**config.mk**
```make
export PLATFORM = sky130hd
export DESIGN_NAME = adf_spi_serializer
export DESIGN_NICKNAME = d
export VERILOG_FILES = /design/src/rtl/adf_spi_serializer.sv
export SDC_FILE = /design/constraint.sdc
export NUM_CORES = 1
export LEC_CHECK = 0
export CORE_MARGIN = 5
export CORE_UTILIZATION = 48
export CTS_CLUSTER_DIAMETER = 30
export DETAILED_ROUTE_END_ITERATION = 6
export PLACE_DENSITY = 0.82
export SLEW_MARGIN = 10
export SYNTH_ARGS = -nofsm -noshare
export SYNTH_HDL_FRONTEND = slang
export SYNTH_SLANG_ARGS = --single-unit
```
**constraint.sdc**
```tcl
create_clock -name CLK -period 1.9 [get_ports CLK]
set_input_delay 0.38 -clock CLK [delete_from_list [all_inputs] [get_ports CLK]]
set_output_delay 0.38 -clock CLK [all_outputs]
set_load 0.05 [all_outputs]
```
**src/rtl/adf_spi_serializer.sv**
```systemverilog
// adf_spi_serializer: ADF4351 3-wire (CLK/DATA/LE) serial register write engine
// Shifts a WORD_W-bit register word out MSB first on ADF_CLK/ADF_DATA, pulses
// ADF_LE to latch it into the PLL, then pulses ADF_WRITE_DONE for one cycle.
// Ports:
//   CLK, RST        system clock, asynchronous active-low reset
//   WEN, WDATA      write strobe and register word, accepted only while idle
//   ADF_CLK         serial clock to the PLL (idles low)
//   ADF_DATA        serial data, stable around every ADF_CLK rising edge
//   ADF_LE          load-enable pulse that latches the shifted word
//   ADF_WRITE_DONE  one-cycle pulse once the word has been latched
//   BUSY            high from the accepting edge until the return to IDLE
// Build option ADF_SPI_HOLD_EN: adds a one-entry holding register that keeps one
// word written while BUSY and starts it directly from the DONE cycle.
module adf_spi_serializer #(
  parameter int CLK_DIV     = 4,
  parameter int LE_HIGH_CYC = 2,
  parameter int WORD_W      = 32
) (
  input  logic              CLK,
  input  logic              RST,
  input  logic              WEN,
  input  logic [WORD_W-1:0] WDATA,
  output logic              ADF_CLK,
  output logic              ADF_DATA,
  output logic              ADF_LE,
  output logic              ADF_WRITE_DONE,
  output logic              BUSY
);
  localparam logic [2:0] S_IDLE  = 3'd0;
  localparam logic [2:0] S_LOW   = 3'd1;
  localparam logic [2:0] S_HIGH  = 3'd2;
  localparam logic [2:0] S_GUARD = 3'd3;
  localparam logic [2:0] S_LATCH = 3'd4;
  localparam logic [2:0] S_DONE  = 3'd5;
  localparam int CMAX = (CLK_DIV > LE_HIGH_CYC) ? CLK_DIV : LE_HIGH_CYC;
  localparam int CW   = $clog2(CMAX + 1);
  localparam int BW   = $clog2(WORD_W);
  localparam logic [CW-1:0] DIV_LAST = CW'(CLK_DIV - 1);
  localparam logic [CW-1:0] LE_LAST  = CW'(LE_HIGH_CYC - 1);
  localparam logic [BW-1:0] BIT_LAST = BW'(WORD_W - 1);

  logic [2:0]        state_q, state_d;
  logic [CW-1:0]     cnt_q, cnt_d;
  logic [BW-1:0]     bit_q, bit_d;
  logic [WORD_W-1:0] shift_q, shift_d;
  logic              sclk_q, sclk_d;
  logic              data_q, data_d;
  logic              le_q, le_d;
  logic              done_q, done_d;
  logic              busy_q, busy_d;
  logic              launch;
  logic [WORD_W-1:0] launch_word;
  logic              div_end, le_end;

  assign div_end = cnt_q == DIV_LAST;
  assign le_end  = cnt_q == LE_LAST;

`ifdef ADF_SPI_HOLD_EN
  logic [WORD_W-1:0] hold_q, hold_d;
  logic              hold_v_q, hold_v_d;

  // A held word launches from DONE (back-to-back) or, if it was captured on the
  // DONE cycle itself, from the IDLE cycle that follows.
  always_comb begin
    hold_d      = hold_q;
    hold_v_d    = hold_v_q;
    launch      = state_q == S_IDLE && WEN;
    launch_word = WDATA;
    if (busy_q && !hold_v_q && WEN) begin
      hold_d   = WDATA;
      hold_v_d = 1'b1;
    end
    if (hold_v_q && (state_q == S_DONE || state_q == S_IDLE)) begin
      launch      = 1'b1;
      launch_word = hold_q;
      hold_v_d    = 1'b0;
    end
  end

  always_ff @(posedge CLK or negedge RST)
    if (!RST) begin
      hold_q   <= '0;
      hold_v_q <= 1'b0;
    end else begin
      hold_q   <= hold_d;
      hold_v_q <= hold_v_d;
    end
`else
  always_comb begin
    launch      = state_q == S_IDLE && WEN;
    launch_word = WDATA;
  end
`endif

  always_comb begin
    state_d = state_q;
    cnt_d   = cnt_q;
    bit_d   = bit_q;
    shift_d = shift_q;
    sclk_d  = sclk_q;
    data_d  = data_q;
    le_d    = le_q;
    done_d  = 1'b0;
    busy_d  = busy_q;
    if (launch) begin
      state_d = S_LOW;
      cnt_d   = '0;
      bit_d   = BIT_LAST;
      shift_d = launch_word;
      sclk_d  = 1'b0;
      data_d  = launch_word[WORD_W-1];
      busy_d  = 1'b1;
    end else begin
      case (state_q)
        S_IDLE: ;
        S_LOW: begin
          cnt_d = div_end ? '0 : cnt_q + 1'b1;
          if (div_end) begin
            state_d = S_HIGH;
            sclk_d  = 1'b1;
          end
        end
        S_HIGH: begin
          cnt_d = div_end ? '0 : cnt_q + 1'b1;
          if (div_end) begin
            sclk_d = 1'b0;
            // Data moves on the falling edge, giving a full half-period of
            // hold after the rise just completed and setup before the next.
            if (bit_q != '0) begin
              state_d = S_LOW;
              bit_d   = bit_q - 1'b1;
              shift_d = {shift_q[WORD_W-2:0], 1'b0};
              data_d  = shift_q[WORD_W-2];
            end else begin
              state_d = S_GUARD;
            end
          end
        end
        S_GUARD: begin
          cnt_d = div_end ? '0 : cnt_q + 1'b1;
          if (div_end) begin
            state_d = S_LATCH;
            le_d    = 1'b1;
          end
        end
        S_LATCH: begin
          cnt_d = le_end ? '0 : cnt_q + 1'b1;
          if (le_end) begin
            state_d = S_DONE;
            le_d    = 1'b0;
            done_d  = 1'b1;
            data_d  = 1'b0;
          end
        end
        S_DONE: begin
          state_d = S_IDLE;
          busy_d  = 1'b0;
        end
        default: begin
          state_d = S_IDLE;
          busy_d  = 1'b0;
        end
      endcase
    end
  end

  always_ff @(posedge CLK or negedge RST)
    if (!RST) begin
      state_q <= S_IDLE;
      cnt_q   <= '0;
      bit_q   <= '0;
      shift_q <= '0;
      sclk_q  <= 1'b0;
      data_q  <= 1'b0;
      le_q    <= 1'b0;
      done_q  <= 1'b0;
      busy_q  <= 1'b0;
    end else begin
      state_q <= state_d;
      cnt_q   <= cnt_d;
      bit_q   <= bit_d;
      shift_q <= shift_d;
      sclk_q  <= sclk_d;
      data_q  <= data_d;
      le_q    <= le_d;
      done_q  <= done_d;
      busy_q  <= busy_d;
    end

  assign ADF_CLK        = sclk_q;
  assign ADF_DATA       = data_q;
  assign ADF_LE         = le_q;
  assign ADF_WRITE_DONE = done_q;
  assign BUSY           = busy_q;
endmodule
```
---- After elaboration in Yosys (flattened, before gate mapping) ----
Index checks and enable logic that the tools add are counted.
Widths: inputs -> output; s select.
word-level totals
  register bits ........................... 47
  bits of input ports ..................... 35
  output and inout bits ................... 5
  logic and storage cells ................. 78
operators by class
  add/subtract/negate cells ............... 2
  equality and inequality tests ........... 15
  mux-type cells .......................... 34
  bitwise gates (word level) .............. 1
  reduce and logical (&&, ||, !) cells .... 17
operator list
  cell                 number
  $mux 31              4
  $mux 3               8
  $mux 5               4
  $ne 3x3->1 const B   5
  $pmux 3 s5           1
  $mux 1               12
  $eq 3x2->1 const B   3
  $reduce_bool 3->1    3
  $reduce_and 4->1     2
  $reduce_bool 2->1    4
  $eq 3x1->1 const B   2
  $ne 2x2->1 const B   3
  $pmux 1 s2           3
  $pmux 3 s2           1
  $reduce_and 3->1     2
  $reduce_and 5->1     1
  $reduce_bool 5->1    1
  $reduce_or 5->1      1
  $sub 5x1->5 const B  1
  $add 3x1->3 const B  1
  $eq 3x3->1 const B   1
  $logic_not 3->1      1
  $reduce_or 3->1      1
  $mux 2               1
  other kinds (3)      3

---- Depth between registers and ports, before layout ----
  depth after elaboration ................. 5
  mapped depth ............................ 8
  depth with buffers taken out ............ 6

---- Worst setup path after synthesis ----
Ideal clock, no wire load.
  kind .................................... register to register
  start point ............................. register bit_q[0]
  end point ............................... register shift_q[30]
  library setup time ...................... 0.132 ns
  data arrival time ....................... 1.670 ns
  required time ........................... 1.768 ns
  slack ................................... 0.098 ns
  cell stages (with the launch flop) ...... 9
  buffers on the path ..................... 2
  period minus slack after synthesis ...... 1.802 ns
  cells stage by stage .................... dfrtp_1 > inv_1 > ha_1 > or4b_4 > buf_6 > nand2_8 > buf_12 > mux2i_1 > o21ai_1
on the way
  cells in the longest elaborated chain, start to end .. 3
RTL lines
  what                         line  RTL
  start: declaration           44    logic [BW-1:0] bit_q, bit_d;
  start signal: assignment     181   bit_q <= bit_d;
  $reduce_bool 5->1            129   if (bit_q != '0) begin
  $reduce_bool 2->1 (no line)  --
  $reduce_and 3->1 (no line)   --
  end signal: assignment       182   shift_q <= shift_d;
  end: declaration             45    logic [WORD_W-1:0] shift_q, shift_d;
No other way between the ends.
A chain may end at the register's enable or synchronous reset.

---- Final worst setup path ----
  start point ............................. register bit_q[0]
  end point ............................... register data_q (netlist: ADF_DATA)
on the way
  cells in the longest elaborated chain, start to end .. 3
RTL lines
  what                        line  RTL
  $reduce_bool 5->1           129
  $ne 3x3->1 (no line)        --
  $reduce_and 4->1 (no line)  --
  end signal: assignment      184   data_q <= data_d;
  end: declaration            47    logic data_q, data_d;
No other way between the ends.

==> run summary <==
Status: complete, but fails checks
Failing checks: negative setup slack
Synth Warn #: 0
Setup slack, reg-to-reg: -0.02 ns
Number of CTS-inserted buffers: 5
Fin crit share: 101%
Initial antenna violation count: 0
Critical path arrival: 2.10 ns
Detail Route Antenna Nets: 0
Ranking of synthesized cells by area: dfrtp_1, mux2i_1, nand2_1, o21ai_1, ha_1
Die Ht: 81.0 um
Leak Pwr: 1.47 nW
Clock sink count: 47
Vias in the first global route: 1821
Final Max Slew Viols: 0
Total power: 4.13 mW
Total gr overflow: 0
Asr flop ratio synth: 100%
Avg Cell Area, Syn: 9.93 sq um
Clock skew: 0.00588 ns
#FFs+latches synth: 47
Count of cell types in the netlist: 37
IO Count: 40
Total of max-cap violations: 0
H-tree Lvls: 2
Residual DRC: 0
Post-synth top area share: 48.6%
Wire per inst: 13.9 um
Crit start category: flop
IO buf count: 39
TritonRoute pass-1 iters: 4
Power density of the placed cells: 1350 nW/um^2
Rows: 25
Syn Nets: 285
Root buf cell: clkbuf_8
GPL Wtd Cong: 0.841
Final setup vio count: 1
FILL cells: 410
Antenna cells: 0
DR iter-0 viols: 125
Synthesized area: 2420 sq um
Initial Util: 50.3%
Sequential area share after synthesis: 48.6%
Total number of vias: 1840
Clock Latency Late Sink: 0.30 ns
Cells after Synth: 244
Die area: 6570 sq um
TritonCTS clock tree: built
EDFF count, synth: 0
Slew @ Worst Pin: 0.568 ns
Slew margin rel.: 62.1%
HPWL after DPL: 3280 um
F_max: 522 MHz
Global-route usage over all layers: 15.6%
Hold Fails Final Rpt: 0
Die Width: 81.0 um
Place WS: -0.0425 ns
Crit path kind: flop to flop
Number of nets in the layout: 333
RSZ-0062 raised after global routing: true
Max Root-Sink Buffers: 2
Area growth, synth to finish: 26.8%
Hold WC Path Type: primary input to asynchronous set/reset pin
Post-Route WL: 4980 um
Crit end category: flop
Synth Flop Type: dfrtp_1
Setup slack after layout: -0.0160 ns
Max FO, Critical Path: 8
Tmin final: 1.92 ns
Worst EP required: 2.09 ns
Share of layout cells above drive strength 1: 13.0%
Vias per cell: 5.13
Clk slew on worst S/H paths: 0.09 ns
Core Area: 4820 sq um
Largest net degree at the start of global routing: 62
First-pass GRT wire length: 7970 um
Peak supply drop: 0.000593 V
Area leader, netlist: dfrtp_1
## kinds of logic (layout without fill, tap and decap cells)
group | Yosys count | after routing | share of synthesized area, %
buf+inv | 23 | 68 | 5.94
flops | 47 | 47 | 48.6
simple gates | 80 | 83 | 15.7
fa+ha+maj | 6 | 6 | 3.10
xor+xnor | 3 | 3 | 1.08
compound gates | 53 | 53 | 12.2
mux | 32 | 32 | 13.4
## cell usage after synthesis, types with 2 or more instances
cell	n
nand2_1	48
clkbuf_1	11
a211oi_1	2
xor2_1	2
o211ai_1	2
inv_1	7
a21oi_1	4
a31oi_1	3
nor2_1	10
nor3_1	5
ha_1	6
o21ai_0	11
nand3_1	4
nor2b_1	3
buf_12	3
mux2i_1	31
dfrtp_1	47
o21ai_1	26
## path summary, 6_finish.rpt
path | start | end | depth (start not counted)
min in group CLK | shift_q[0] | shift_q[0] | 2
hold / removal | RST | ADF_CLK | 1
setup reg to reg | bit_q[0] | ADF_DATA | 6
max in group asynchronous | RST | shift_q[9] | 2
setup / recovery | bit_q[0] | ADF_DATA | 6
hold reg to reg | shift_q[0] | shift_q[0] | 2
## registers in the layout, summed over array words and instances (netlist names)
| signal | count |
|---|---|
| shift_q | 31 |
| bit_q | 5 |
| cnt_q | 3 |
| state_q | 3 |
| ADF_CLK | 1 |
| ADF_DATA | 1 |
| ADF_LE | 1 |
| ADF_WRITE_DONE | 1 |
| BUSY | 1 |
## critical path, stage by stage, from the launching register on
cell     delay, ns
dfrtp_1       0.40
inv_2         0.10
ha_4          0.14
or4b_4        0.60
a21oi_4       0.21
nor3_2        0.06
mux2_4        0.29
## metrics by stage
stage / util, % / std cells / cell area (sq um) / setup TNS [ns] / hold WS (ns)
floorplan: - / 244 / 2420 / 0 / 0.0844
finish: 63.8 / 359 / 3070 / -0.0160 / 0.0631
global placement: 60.0 / 346 / 2890 / 0 / 0.401
global route: 63.8 / 359 / 3070 / -0.203 / 0.111
CTS: 62.2 / 354 / 3000 / -0.0118 / 0.0848
detailed placement: 60.0 / 346 / 2890 / -0.421 / 0.405
## final cells by class
| type | count | area [sq um] | area share, % |
|---|---|---|---|
| clock inverters | 1 | 5.00 | 0.163 |
| inverters | 7 | 26.3 | 0.855 |
| clock buffers | 6 | 82.6 | 2.69 |
| multi-input cells | 177 | 1180 | 38.4 |
| repair buffers | 54 | 518 | 16.9 |
| well taps | 67 | 83.8 | 2.73 |
| flip-flops and latches | 47 | 1180 | 38.3 |
## power by group
group          switching [mW]  leakage, nW  internal, mW
sequential              0.266        0.559          1.43
combinational           0.978        0.862         0.852
clock                   0.323       0.0470         0.286
## layout by cell type (no fill, tap or decap), types with 2 or more instances in the layout
cell and n:
mux2i_1 31, o21ai_1 27, nor3_1 4, buf_12 2, o211ai_1 2, o21ai_0 10
nor2b_1 3, clkdlybuf4s50_1 36, nand3_1 4, a31oi_1 3, inv_1 5, ha_1 5
dfrtp_1 47, inv_2 2, nand2_8 2, clkbuf_8 6, xor2_1 2, a21oi_1 4
a211oi_1 2, buf_4 15, nand2_4 2, nand2_1 48, nor2_1 10
## metal layers
metal | wire length [um] | share of wire [%] | global-route usage, %
met1 | 2230 | 45 | 20.1
met2 | 2430 | 49 | 26.2
met3 | 289 | 5.8 | 4.43
met4 | 27 | 0.54 | 3.38
met5 | 0 | 0 | 0
## timing repair
item / CTS / global route
setup buffers: 0 / 3
gates cloned: 1 / 2
endpoints found under the setup margin: 30 / 31
endpoints found under the hold margin: 0 / 0
gates resized for setup: 1 / 8
pin swaps: 2 / 3
hold buffers: 0 / 0
Power figures use the tool's default switching activity.
